`config.mk`:
```
export PLATFORM = sky130hd
export DESIGN_NAME = game_flow_ctrl_flat
export DESIGN_NICKNAME = d
export VERILOG_FILES = /design/src/rtl/game_flow_ctrl_if.sv /design/src/rtl/game_flow_ctrl.sv /design/src/flat_wrapper.sv
export SDC_FILE = /design/constraint.sdc
export NUM_CORES = 1
export LEC_CHECK = 0
export BUFFER_PORTS_ARGS = -buffer_cell sky130_fd_sc_hd__buf_2
export CAP_MARGIN = 15
export CORE_ASPECT_RATIO = 1.25
export CORE_MARGIN = 1.5
export CORE_UTILIZATION = 50
export DETAILED_ROUTE_END_ITERATION = 8
export HOLD_SLACK_MARGIN = 0.12
export PLACE_DENSITY = 0.73
export SLEW_MARGIN = 30
export SYNTH_ARGS = -nofsm -noshare
export SYNTH_HDL_FRONTEND = slang
export SYNTH_SLANG_ARGS = --single-unit
```
`constraint.sdc`:
```
create_clock -name clk -period 1.72 [get_ports clk]
set_clock_uncertainty 0.05 [all_clocks]
set_input_delay 0.086 -clock clk [delete_from_list [all_inputs] [get_ports clk]]
set_output_delay 0.086 -clock clk [all_outputs]
set_load 0.02 [all_outputs]
```
`src/rtl/game_flow_ctrl_if.sv`:
```
// Key/event inputs and status outputs between the game logic and game_flow_ctrl.
// The controller takes the slave side; the surrounding game (or a bench) takes master.
interface game_flow_ctrl_if;
  logic       startKey;
  logic       startOfFrame;
  logic       playerHit;
  logic       aliensCleared;
  logic       aliensLanded;
  logic       startPulse;
  logic       playing;
  logic       gameOver;
  logic       win;
  logic [2:0] lives;
  logic [1:0] stateOut;

  modport master (
    output startKey, startOfFrame, playerHit, aliensCleared, aliensLanded,
    input  startPulse, playing, gameOver, win, lives, stateOut
  );

  modport slave (
    input  startKey, startOfFrame, playerHit, aliensCleared, aliensLanded,
    output startPulse, playing, gameOver, win, lives, stateOut
  );
endinterface

```
`src/rtl/game_flow_ctrl.sv`:
```
// Game sequencer: debounced start, one-cycle start pulse, lives, end-of-game hold.
// Define AUTO_RESTART_EN to make OVER restart a game automatically (or on a press).
module game_flow_ctrl #(
  parameter int LIVES_INIT      = 3,
  parameter int DEBOUNCE_FRAMES = 4,
  parameter int OVER_FRAMES     = 120
) (
  input  logic             clk,
  input  logic             rst_n,
  game_flow_ctrl_if.slave  bus
);

  localparam logic [1:0] S_IDLE = 2'd0;
  localparam logic [1:0] S_ARM  = 2'd1;
  localparam logic [1:0] S_PLAY = 2'd2;
  localparam logic [1:0] S_OVER = 2'd3;

  localparam logic [3:0] DEB_MAX    = 4'(DEBOUNCE_FRAMES);
  localparam logic [7:0] OVER_LAST  = 8'(OVER_FRAMES - 1);
  localparam logic [2:0] LIVES_LOAD = 3'(LIVES_INIT);

  logic [1:0] state_q, state_d;
  logic [2:0] lives_q, lives_d;
  logic       win_q, win_d;
  logic [3:0] deb_q, deb_d;
  logic       rel_q, rel_d;
  logic [7:0] frame_q, frame_d;
  logic       start_pulse_q, playing_q, game_over_q;
  logic       press;

  assign press = (deb_q == DEB_MAX) && rel_q;

  // A press always consumes the key: it must be released before it can count again.
  always_comb begin
    deb_d = deb_q;
    rel_d = rel_q;
`ifndef AUTO_RESTART_EN
    if (state_q == S_OVER) begin
      deb_d = 4'd0;
      rel_d = 1'b0;
    end else
`endif
    if (press) begin
      deb_d = 4'd0;
      rel_d = 1'b0;
    end else if (bus.startOfFrame) begin
      if (!bus.startKey) begin
        deb_d = 4'd0;
        rel_d = 1'b1;
      end else if (rel_q && (deb_q != DEB_MAX)) begin
        deb_d = deb_q + 4'd1;
      end
    end
  end

  always_comb begin
    state_d = state_q;
    lives_d = lives_q;
    win_d   = win_q;
    frame_d = frame_q;
    case (state_q)
      S_IDLE: begin
        if (press) state_d = S_ARM;
      end
      S_ARM: begin
        state_d = S_PLAY;
        lives_d = LIVES_LOAD;
        win_d   = 1'b0;
      end
      S_PLAY: begin
        if (bus.aliensLanded) begin
          lives_d = 3'd0;
          win_d   = 1'b0;
          state_d = S_OVER;
          frame_d = 8'd0;
        end else if (bus.aliensCleared) begin
          win_d   = 1'b1;
          state_d = S_OVER;
          frame_d = 8'd0;
        end else if (bus.playerHit) begin
          if (lives_q > 3'd1) begin
            lives_d = lives_q - 3'd1;
          end else begin
            lives_d = 3'd0;
            win_d   = 1'b0;
            state_d = S_OVER;
            frame_d = 8'd0;
          end
        end
      end
      default: begin
        if (bus.startOfFrame) begin
          if (frame_q == OVER_LAST) begin
`ifdef AUTO_RESTART_EN
            state_d = S_ARM;
`else
            state_d = S_IDLE;
`endif
          end else begin
            frame_d = frame_q + 8'd1;
          end
        end
`ifdef AUTO_RESTART_EN
        if (press) state_d = S_ARM;
`endif
      end
    endcase
  end

  // Status flags decode the next state so they line up with state_q without input paths.
  always_ff @(posedge clk or negedge rst_n) begin
    if (!rst_n) begin
      state_q       <= S_IDLE;
      lives_q       <= 3'd0;
      win_q         <= 1'b0;
      deb_q         <= 4'd0;
      rel_q         <= 1'b0;
      frame_q       <= 8'd0;
      start_pulse_q <= 1'b0;
      playing_q     <= 1'b0;
      game_over_q   <= 1'b0;
    end else begin
      state_q       <= state_d;
      lives_q       <= lives_d;
      win_q         <= win_d;
      deb_q         <= deb_d;
      rel_q         <= rel_d;
      frame_q       <= frame_d;
      start_pulse_q <= (state_d == S_ARM);
      playing_q     <= (state_d == S_PLAY);
      game_over_q   <= (state_d == S_OVER);
    end
  end

  assign bus.startPulse = start_pulse_q;
  assign bus.playing    = playing_q;
  assign bus.gameOver   = game_over_q;
  assign bus.win        = win_q;
  assign bus.lives      = lives_q;
  assign bus.stateOut   = state_q;

endmodule

```
`src/flat_wrapper.sv`:
```
// flat-port wrapper written by rule: the top's interface ports become plain ports
module game_flow_ctrl_flat 
#(
  parameter int LIVES_INIT      = 3,
  parameter int DEBOUNCE_FRAMES = 4,
  parameter int OVER_FRAMES     = 120
)
  (clk, rst_n, bus_startKey, bus_startOfFrame, bus_playerHit, bus_aliensCleared, bus_aliensLanded, bus_startPulse, bus_playing, bus_gameOver, bus_win, bus_lives, bus_stateOut);
  game_flow_ctrl_if bus_i ();
  input  logic clk;
  input  logic rst_n;
  input wire logic [$bits(bus_i.startKey)-1:0] bus_startKey;
  input wire logic [$bits(bus_i.startOfFrame)-1:0] bus_startOfFrame;
  input wire logic [$bits(bus_i.playerHit)-1:0] bus_playerHit;
  input wire logic [$bits(bus_i.aliensCleared)-1:0] bus_aliensCleared;
  input wire logic [$bits(bus_i.aliensLanded)-1:0] bus_aliensLanded;
  output wire logic [$bits(bus_i.startPulse)-1:0] bus_startPulse;
  output wire logic [$bits(bus_i.playing)-1:0] bus_playing;
  output wire logic [$bits(bus_i.gameOver)-1:0] bus_gameOver;
  output wire logic [$bits(bus_i.win)-1:0] bus_win;
  output wire logic [$bits(bus_i.lives)-1:0] bus_lives;
  output wire logic [$bits(bus_i.stateOut)-1:0] bus_stateOut;
  assign bus_i.startKey = bus_startKey;
  assign bus_i.startOfFrame = bus_startOfFrame;
  assign bus_i.playerHit = bus_playerHit;
  assign bus_i.aliensCleared = bus_aliensCleared;
  assign bus_i.aliensLanded = bus_aliensLanded;
  assign bus_startPulse = bus_i.startPulse;
  assign bus_playing = bus_i.playing;
  assign bus_gameOver = bus_i.gameOver;
  assign bus_win = bus_i.win;
  assign bus_lives = bus_i.lives;
  assign bus_stateOut = bus_i.stateOut;
  game_flow_ctrl #(.LIVES_INIT(LIVES_INIT), .DEBOUNCE_FRAMES(DEBOUNCE_FRAMES), .OVER_FRAMES(OVER_FRAMES)) u_core (.clk(clk), .rst_n(rst_n), .bus(bus_i));
endmodule
```
==> reports/metrics.cfg, run 1 <==
[floorplan]
pin_count=16
dieWidth_um=51.95
rows=22
chipHeight_um=64.19
dieArea_um2=3335
initial_utilization_pct=51.82
core-area_um2=2890

[timing]
slew_headroom_pct=64.87
fmax_mhz=589.9
finalHoldViolCount=0
maxSlewViolCount=0
setup_viol=0
fin_ws_ps=24.72
min_period_ps=1695
rsz0062_at_grt=yes
tightestPinTransition_ps=526.9
finalCritPeriodShare_pct=98.56

[logic_synthesis]
synth_edf_count=0
syn_inst=161
synth_async_sr_flop_share_pct=100.0
syn_nets=177
ys_types=54
ys_seq_elements=22
netlist_area_um2=1498
yosys_warnings=0
synth_seq_area_share_pct=36.76
synth_top_flop_cell=dfrtp_1
avgSynthCellArea_um2=9.302

[worst_setup_path]
start_kind=flop
slowest_delay_ps=480
arrival_ps=1880
cp_top_family=compound AO/OA/AOI/OAI gates
required_ps=1900
cp-end-kind=flop
crit_fanout=11
path_class=reg -> reg
path_buf_inv=0
slowest_stage=dfrtp_2
worstPathCellList=ha_1 > a21o_1 > a21oi_1 > a32oi_1 > and2_1

[grt]
grt_pass1_vias=1388
grt_pass1_wl_um=6099
grt_antenna_before_repair=0
overflow=0
grt_max_degree=23
grtUsageTotal_pct=23.95

[clocking]
clock_latency_ps=320
root_buffer=clkbuf_4
cts.sinks=22
cts_buffers=3
cts_tree=built
htree_levels=1
clk_path_buf_depth=2
path_clk_slew_ps=140

[cells_and_area]
fin_nets=212
diodes=0
stdcell_count=231
layout_common_cells=16 x buf_4, 16 x dfrtp_1, 15 x buf_2
final_cell_area_um2=1939
fill_cells=241
drive_above_1_share_pct=35.38
area_growth_pct=29.49

[drt]
drt_pass1_iterations=4
drtIter0Drc=27
drc=0
via_count=1409
vias_per_cell=6.100
routedWlPerCell_um=16.38
detail-route-antenna-nets=0
routed_wl_um=3784

[worst_hold_path]
hold_class=in -> reg

[place]
post-place-ws_ps=-22.16
place_inst=219
hpwlAfterDp_um=2563
place.port_buffers=15
dpl_cell_area_um2=1712
place_congestion=0.7970

[power]
peakVddDrop_mv=1.189
finalPower_uw=3499
cellPowerDensity_nw_per_um2=1804
p_leak_uw=0.0008317

[job]
maxCapViolCount=0

[outcome]
status=finished clean

-- synthesized netlist by cell type, types with 3 or more instances --
cell	count	share of area (%)
dfrtp_1	22	37
o21ai_0	13	4.3
nand2_1	11	2.8
ha_1	9	7.5
inv_1	9	2.3
nor2_1	9	2.3
a21oi_1	7	2.3
clkbuf_1	5	1.3
nand3b_1	5	2.5
nor3_1	4	1.3
o31ai_1	4	2.0
buf_2	3	1.0
nand3_1	3	1.0
o211ai_1	3	1.5
o41ai_1	3	1.8
or3_1	3	1.3
-- state kept, by name (all words and copies together), names as in the netlist --
signal	flops
u_core.frame_q	8
u_core.deb_q	4
u_core.bus.lives	3
u_core.bus.stateOut	2
u_core.bus.gameOver	1
u_core.bus.playing	1
u_core.bus.startPulse	1
u_core.bus.win	1
u_core.rel_q	1
-- power breakdown --
part | total (uW) | switching, uW | internal [uW] | leakage [uW]
Sequential | 869 | 174 | 695 | 0.000281
Clock | 409 | 174 | 236 | 0.0000279
Combinational | 2220 | 1210 | 1010 | 0.000522
Total | 3500 | 1560 | 1940 | 0.000832
-- per-layer routing --
layer	GRT usage, %	part of all wire [%]	up-vias
li1	-	-	679
met1	28.66	40	680
met2	41.61	54	41
met3	3.271	3.2	9
met4	10.20	2.2	0
met5	0	0	-
-- path summary, 6_finish.rpt --
path,start,endpoint,slack [ps],cells after the start
worst max-delay path,u_core.bus.stateOut[1]$_DFF_PN0_,u_core.bus.playing$_DFF_PN0_,20,5
worst min-delay path,bus_startOfFrame,u_core.frame_q[1]$_DFFE_PN0P_,120,3
worst max register to register,u_core.bus.stateOut[1]$_DFF_PN0_,u_core.bus.playing$_DFF_PN0_,20,5
worst min register to register,u_core.frame_q[6]$_DFFE_PN0P_,u_core.frame_q[6]$_DFFE_PN0P_,490,1
max in group asynchronous,rst_n,u_core.bus.stateOut[0]$_DFF_PN0_,1030,2
min in group asynchronous,rst_n,u_core.frame_q[3]$_DFFE_PN0P_,200,2
-- timing repair --
item	4_1_cts	5_1_grt
resized for setup	7	15
pin swaps	1	4
hold endpoints to repair	26	0
hold buffers	4	0
setup buffers	2	2
endpoints found under the setup margin	8	14
-- layout make-up --
class	instances	area (um^2)	share of cell area (%)
Clock inverter	1	30.03	1.548
Inverter	9	33.78	1.742
Tap cell	36	45.04	2.323
Clock buffer	3	22.52	1.161
Sequential cell	22	558.0	28.77
Multi-Input combinational cell	122	980.9	50.58
Timing Repair Buffer	38	269.0	13.87
-- worst reg2reg max path, cell delays in order (launching register included) --
cell	delay, ps
dfrtp_2	480
ha_1	340
a21o_1	210
a21oi_1	180
a32oi_1	170
and2_1	190
-- cells by family after synthesis --
group / after synthesis / share of synthesized area, %
compound gates: 57 / 28.99
buf+inv: 17 / 4.511
flops: 22 / 36.76
simple gates: 56 / 22.22
fa+ha+maj: 9 / 7.519
-- stage by stage --
stage	utilization [%]	setup TNS [ps]	hold slack, ps
after floorplan	-	0	-259.6
after global placement	59.22	-39.42	27.34
after detailed placement	59.22	-56.83	47.33
after CTS	63.68	-7.933	123.9
after global routing	67.10	-167.0	140.0
final	67.10	0	124.6
No activity file was read; power rests on OpenSTA's default activity.
==> run 2, diff against run 1 <==
CELL_PAD_IN_SITES_DETAIL_PLACEMENT = 0   (was unset)
CELL_PAD_IN_SITES_GLOBAL_PLACEMENT = 2   (was unset)
CORE_UTILIZATION = 33   (was 50)
PLACE_DENSITY = 0.76   (was 0.73)
==> run 2 against run 1 <==
  * Combinational power rose by 4%
  * Via count fell by 4.0%
  * Die area rose by 49%
  * Register-to-register slack improved by 20 ps
  * Utilization fell by 22 points
  * Critical path type unchanged
  * Critical endpoint unchanged
  * Largest cell class unchanged
==> reports/metrics.cfg, run 2 (synthesis results as in run 1) <==
[outcome]
status=finished clean  ; unchanged

[drt]
routedWlPerCell_um=15.16  ; was 16.38 um
via_count=1352  ; was 1409
routed_wl_um=3835  ; was 3784 um
drt_pass1_iterations=4  ; unchanged
vias_per_cell=5.344  ; was 6.100
detail-route-antenna-nets=0  ; unchanged
drc=0  ; unchanged
drtIter0Drc=32  ; was 27

[timing]
finalHoldViolCount=0  ; unchanged
fin_ws_ps=47.45  ; was 24.72 ps
fmax_mhz=597.9  ; was 589.9 MHz
setup_viol=0  ; unchanged
finalCritPeriodShare_pct=97.24  ; was 98.56%
tightestPinTransition_ps=537.5  ; was 526.9 ps
holdWs_ps=129.7  ; was 124.6 ps
slew_headroom_pct=64.17  ; was 64.87%
min_period_ps=1673  ; was 1695 ps
maxSlewViolCount=0  ; unchanged
rsz0062_at_grt=yes  ; unchanged

[cells_and_area]
diodes=0  ; unchanged
fin_util_pct=44.90  ; was 67.10%
fin_nets=213  ; was 212
layout_common_cells=18 x buf_4, 18 x dfrtp_1, 15 x buf_2  ; was 16 x buf_4, 16 x dfrtp_1, 15 x buf_2
largest_reg_flops=8  ; unchanged
drive_above_1_share_pct=37.44  ; was 35.38%
regMostFlops=u_core.frame_q  ; unchanged
area_growth_pct=31.66  ; was 29.49%

[grt]
grtUsageTotal_pct=16.29  ; was 23.95%
met3_usage_pct=2.579  ; was 3.271%
grt_pass1_vias=1408  ; was 1388
grtUsageMet2_pct=31.28  ; was 41.61%
grt_pass1_wl_um=6341  ; was 6099 um
grt_max_degree=23  ; unchanged
gr-max-usage-layer=met2  ; unchanged
overflow=0  ; unchanged
grt_antenna_before_repair=0  ; unchanged
grtUsageMet1_pct=18.10  ; was 28.66%

[place]
hpwlAfterDp_um=2861  ; was 2563 um
post-place-ws_ps=-85.72  ; was -22.16 ps
place_congestion=0.8269  ; was 0.7970
place.port_buffers=15  ; unchanged

[power]
pwr-share-seq_pct=24.5  ; was 24.8%
cellPowerDensity_nw_per_um2=1765  ; was 1804 nW/um^2
peakVddDrop_mv=0.9731  ; was 1.189 mV
swShare_pct=44.63  ; was 44.47%
p_clk_share_pct=9.4  ; was 11.7%
pwr-share-comb_pct=66.0  ; was 63.5%
switching_power_uw=1554  ; was 1556 uW
internal_power_uw=1928  ; was 1943 uW
p_leak_uw=0.0008325  ; was 0.0008317 uW

[floorplan]
core-area_um2=4392  ; was 2890 um^2
initial_utilization_pct=34.10  ; was 51.82%
rows=27  ; was 22
pin_count=16  ; unchanged
dieArea_um2=4954  ; was 3335 um^2
chipHeight_um=78.32  ; was 64.19 um
dieWidth_um=63.26  ; was 51.95 um

[clocking]
clock_latency_ps=270  ; was 320 ps
cts_buffers=3  ; unchanged
htree_levels=1  ; unchanged
root_buffer=clkbuf_8  ; was clkbuf_4
cts.sinks=22  ; unchanged
clk_path_buf_depth=2  ; unchanged
cts_tree=built  ; unchanged
path_clk_slew_ps=80  ; was 140 ps

[worst_setup_path]
start_kind=flop  ; unchanged
required_ps=1830  ; was 1900 ps
cp-end-kind=flop  ; unchanged
rr_startpoint=u_core.bus.stateOut[0]$_DFF_PN0_  ; was u_core.bus.stateOut[1]$_DFF_PN0_
arrival_ps=1780  ; was 1880 ps
crit_fanout=9  ; was 11
path_class=reg -> reg  ; unchanged
reg2reg_slack_ps=50  ; was 20 ps
ff2ff_path_depth=6  ; was 5
r2r-end=u_core.bus.playing$_DFF_PN0_  ; unchanged

[worst_hold_path]
hold_depth=3  ; unchanged
hold_class=in -> reg  ; unchanged
worst_hold_startpoint=bus_aliensLanded  ; was bus_startOfFrame
hold-path-endpoint=u_core.bus.lives[1]$_DFFE_PN0P_  ; was u_core.frame_q[1]$_DFFE_PN0P_

[job]
maxCapViolCount=0  ; unchanged

run 2: timing repair:
action,in CTS,in global routing
endpoints found under the setup margin,12,15
buffers inserted,3,1
resized for setup,6,17
pin swaps,0,8
endpoints found under the hold margin,23,0
hold buffers,2,0
run 2: metal layers:
metal | part of all wire (%) | wire [um] | up-vias
met5 | 0 | 0 | -
met4 | 1.3 | 51 | 0
met3 | 2.2 | 86 | 4
met2 | 55 | 2110 | 16
met1 | 41 | 1588 | 654
li1 | - | - | 678
run 2: cell type report:
type	count	area [um^2]
fillers	431	2420
multi-input cells	122	984.7
flip-flops and latches	22	555.5
repair buffers	39	284.0
well taps	58	72.57
clock buffers	3	41.29
inverters	9	33.78
run 2: metrics by stage:
stage / cells / power [uW] / TNS [ps] / area, um^2
2_1_floorplan: 161 / 2127 / 0 / 1515
3_3_place_gp: 244 / 2751 / 0 / 1774
3_5_place_dp: 244 / 2816 / -169.2 / 1774
4_1_cts: 252 / 3249 / 0 / 1877
5_1_grt: 253 / 3771 / -57.03 / 1972
6_report: 253 / 3481 / 0 / 1972
run 2: worst max-delay path by stage:
stage / slack, ps / start / to
global route: -30 / u_core.bus.stateOut[0]$_DFF_PN0_ / u_core.bus.playing$_DFF_PN0_
finish: 50 / u_core.bus.stateOut[0]$_DFF_PN0_ / u_core.bus.playing$_DFF_PN0_
global placement: 20 / u_core.bus.stateOut[0]$_DFF_PN0_ / u_core.frame_q[7]$_DFFE_PN0P_
floorplan: 3 / u_core.bus.stateOut[1]$_DFF_PN0_ / u_core.frame_q[5]$_DFFE_PN0P_
detailed placement: -90 / u_core.bus.stateOut[0]$_DFF_PN0_ / u_core.frame_q[7]$_DFFE_PN0P_
CTS: 0.6 / u_core.bus.stateOut[0]$_DFF_PN0_ / u_core.frame_q[7]$_DFFE_PN0P_
run 2: power groups by stage:
stage | combinational [uW] | sequential (uW) | clock (uW)
finish | 2300 | 854 | 329
CTS | 2070 | 842 | 337
detailed placement | 1960 | 860 | 0
global placement | 1900 | 855 | 0
global route | 2520 | 882 | 368
floorplan | 1150 | 975 | 0
run 2: critical path, cell delays in order, from the launching register on:
cell     delay [ps]
dfrtp_2         440
buf_4           150
ha_2            250
a21o_1          190
a21oi_2         160
a32oi_2         150
and2_1          180
==> run 3, diff against run 2 <==
CORE_MARGIN = 5   (was 1.5)
==> run 3 against run 2 <==
  * Clock power up 15%
  * Cell area down 0.19%
  * First-iteration DRC count up 150%
  * Largest cell class unchanged
  * Clock-buffer cell count up 1
  * Flip-flop and latch count unchanged
  * Utilization down 0.085 points
  * Critical path type unchanged
==> reports/metrics.cfg, run 3 (synthesis results as in run 1) <==
[power]
internal_power_uw=1912  ; was 1928 uW
pwr-share-comb_pct=64.0  ; was 66.0%
pwr-share-seq_pct=25.1  ; was 24.5%
p_clk_share_pct=11.0  ; was 9.4%
cellPowerDensity_nw_per_um2=1753  ; was 1765 nW/um^2
peakVddDrop_mv=1.003  ; was 0.9731 mV
swShare_pct=44.58  ; was 44.63%
finalPower_uw=3450  ; was 3481 uW
switching_power_uw=1538  ; was 1554 uW
p_leak_uw=0.0008381  ; was 0.0008325 uW

[worst_setup_path]
path_class=reg -> reg  ; unchanged
crit_fanout=4  ; was 9
required_ps=1870  ; was 1830 ps
start_kind=flop  ; unchanged
arrival_ps=1790  ; was 1780 ps
cp-end-kind=flop  ; unchanged

[timing]
finalHoldViolCount=0  ; unchanged
tightestPinTransition_ps=531.6  ; was 537.5 ps
setup_viol=0  ; unchanged
slew_headroom_pct=64.56  ; was 64.17%
rsz0062_at_grt=yes  ; unchanged
min_period_ps=1640  ; was 1673 ps
fmax_mhz=609.6  ; was 597.9 MHz
maxSlewViolCount=0  ; unchanged
setup_tns_ps=0  ; unchanged
finalCritPeriodShare_pct=95.37  ; was 97.24%

[floorplan]
dieArea_um2=5994  ; was 4954 um^2
initial_utilization_pct=34.10  ; unchanged
core-area_um2=4392  ; unchanged
pin_count=16  ; unchanged
dieWidth_um=70.26  ; was 63.26 um
chipHeight_um=85.32  ; was 78.32 um
rows=27  ; unchanged

[clocking]
clock_latency_ps=260  ; was 270 ps
cts_buffers=3  ; unchanged
clk_path_buf_depth=2  ; unchanged
cts_tree=built  ; unchanged
htree_levels=1  ; unchanged
path_clk_slew_ps=80  ; about the same
root_buffer=clkbuf_8  ; unchanged
cts.sinks=22  ; unchanged

[drt]
via_count=1397  ; was 1352
drt_pass1_iterations=4  ; unchanged
drc=0  ; unchanged
routedWlPerCell_um=14.79  ; was 15.16 um
drtIter0Drc=79  ; was 32
vias_per_cell=5.522  ; was 5.344
detail-route-antenna-nets=0  ; unchanged
routed_wl_um=3742  ; was 3835 um

[grt]
grt_pass1_vias=1356  ; was 1408
grt_antenna_before_repair=0  ; unchanged
met3_usage_pct=2.251  ; was 2.579%
grt_pass1_wl_um=6417  ; was 6341 um
grt_max_degree=23  ; unchanged
overflow=0  ; unchanged
grtUsageTotal_pct=13.11  ; was 16.29%
gr-max-usage-layer=met2  ; unchanged
grtUsageMet2_pct=20.53  ; was 31.28%
grtUsageMet1_pct=17.81  ; was 18.10%

[place]
place.port_buffers=15  ; unchanged
hpwlAfterDp_um=2760  ; was 2861 um
place_congestion=0.8180  ; was 0.8269

[cells_and_area]
fin_util_pct=44.81  ; was 44.90%
largest_reg_flops=8  ; unchanged
fill_cells=451  ; was 431
final_common_cell=buf_4
fin_nets=212  ; was 213
area_growth_pct=31.41  ; was 31.66%
layout_common_cells=20 x buf_4, 18 x dfrtp_1, 15 x buf_2  ; was 18 x buf_4, 18 x dfrtp_1, 15 x buf_2
diodes=0  ; unchanged
drive_above_1_share_pct=36.92  ; was 37.44%
regMostFlops=u_core.frame_q  ; unchanged

[worst_hold_path]
hold_class=in -> reg  ; unchanged

[outcome]
status=finished clean  ; unchanged

[job]
maxCapViolCount=0  ; unchanged

[run 3: critical path, stage by stage (launching register included)]
cell,delay (ps)
dfrtp_1,360
inv_1,50
ha_1,220
and4b_4,230
buf_4,140
or3_1,380
a21oi_2,140
[run 3: final cells by class]
| cell class | instances | area (um^2) | area share [%] |
|---|---|---|---|
| clock buffer | 4 | 55.05 | 2.797 |
| sequential | 22 | 555.5 | 28.23 |
| inverter | 9 | 33.78 | 1.716 |
| timing repair buffer | 38 | 256.5 | 13.03 |
| multi-input combinational | 122 | 994.7 | 50.54 |
| tap | 58 | 72.57 | 3.687 |
[run 3: routing by layer]
layer / share of wire, % / routed length (um) / up-vias
met5: 0 / 0 / -
met1: 49 / 1818 / 665
li1: - / - / 687
met2: 46 / 1703 / 40
met4: 1.4 / 53 / 0
met3: 4.4 / 165 / 5
[run 3: path summary, 6_finish.rpt]
check | start | end | slack [ps] | cells past startpoint
min in group asynchronous | rst_n | u_core.bus.playing$_DFF_PN0_ | 270 | 2
max in group asynchronous | rst_n | u_core.bus.lives[0]$_DFFE_PN0P_ | 960 | 2
worst min register to register | u_core.bus.win$_DFFE_PN0P_ | u_core.bus.win$_DFFE_PN0P_ | 480 | 2
worst max-delay path | u_core.deb_q[0]$_DFFE_PN0P_ | u_core.deb_q[1]$_DFFE_PN0P_ | 80 | 6
worst min-delay path | bus_aliensLanded | u_core.bus.lives[1]$_DFFE_PN0P_ | 140 | 3
worst max register to register | u_core.deb_q[0]$_DFFE_PN0P_ | u_core.deb_q[1]$_DFFE_PN0P_ | 80 | 6
[run 3: power groups by stage]
stage	combinational, uW	sequential [uW]	clock (uW)
after floorplan	1150	975	0
after global placement	1900	845	0
after detailed placement	1950	858	0
after CTS	2020	848	393
after global routing	2450	888	409
final	2210	865	378
[run 3: repair_timing]
item	4_1_cts	5_1_grt
hold buffers	2	0
pin swaps	1	7
endpoints found under the hold margin	23	0
gates resized for setup	4	17
endpoints found under the setup margin	2	16
setup buffers	0	1
[run 3: through the flow]
stage          std cells  setup slack, ps  hold WS [ps]  instance area, um^2
6_report             253            79.59         136.2                 1968
3_5_place_dp         246           -4.847         47.66                 1777
4_1_cts              252            5.090         133.1                 1873
5_1_grt              253           -14.76         160.9                 1968
2_1_floorplan        161            3.224        -259.6                 1515
3_3_place_gp         246            76.17         39.73                 1777
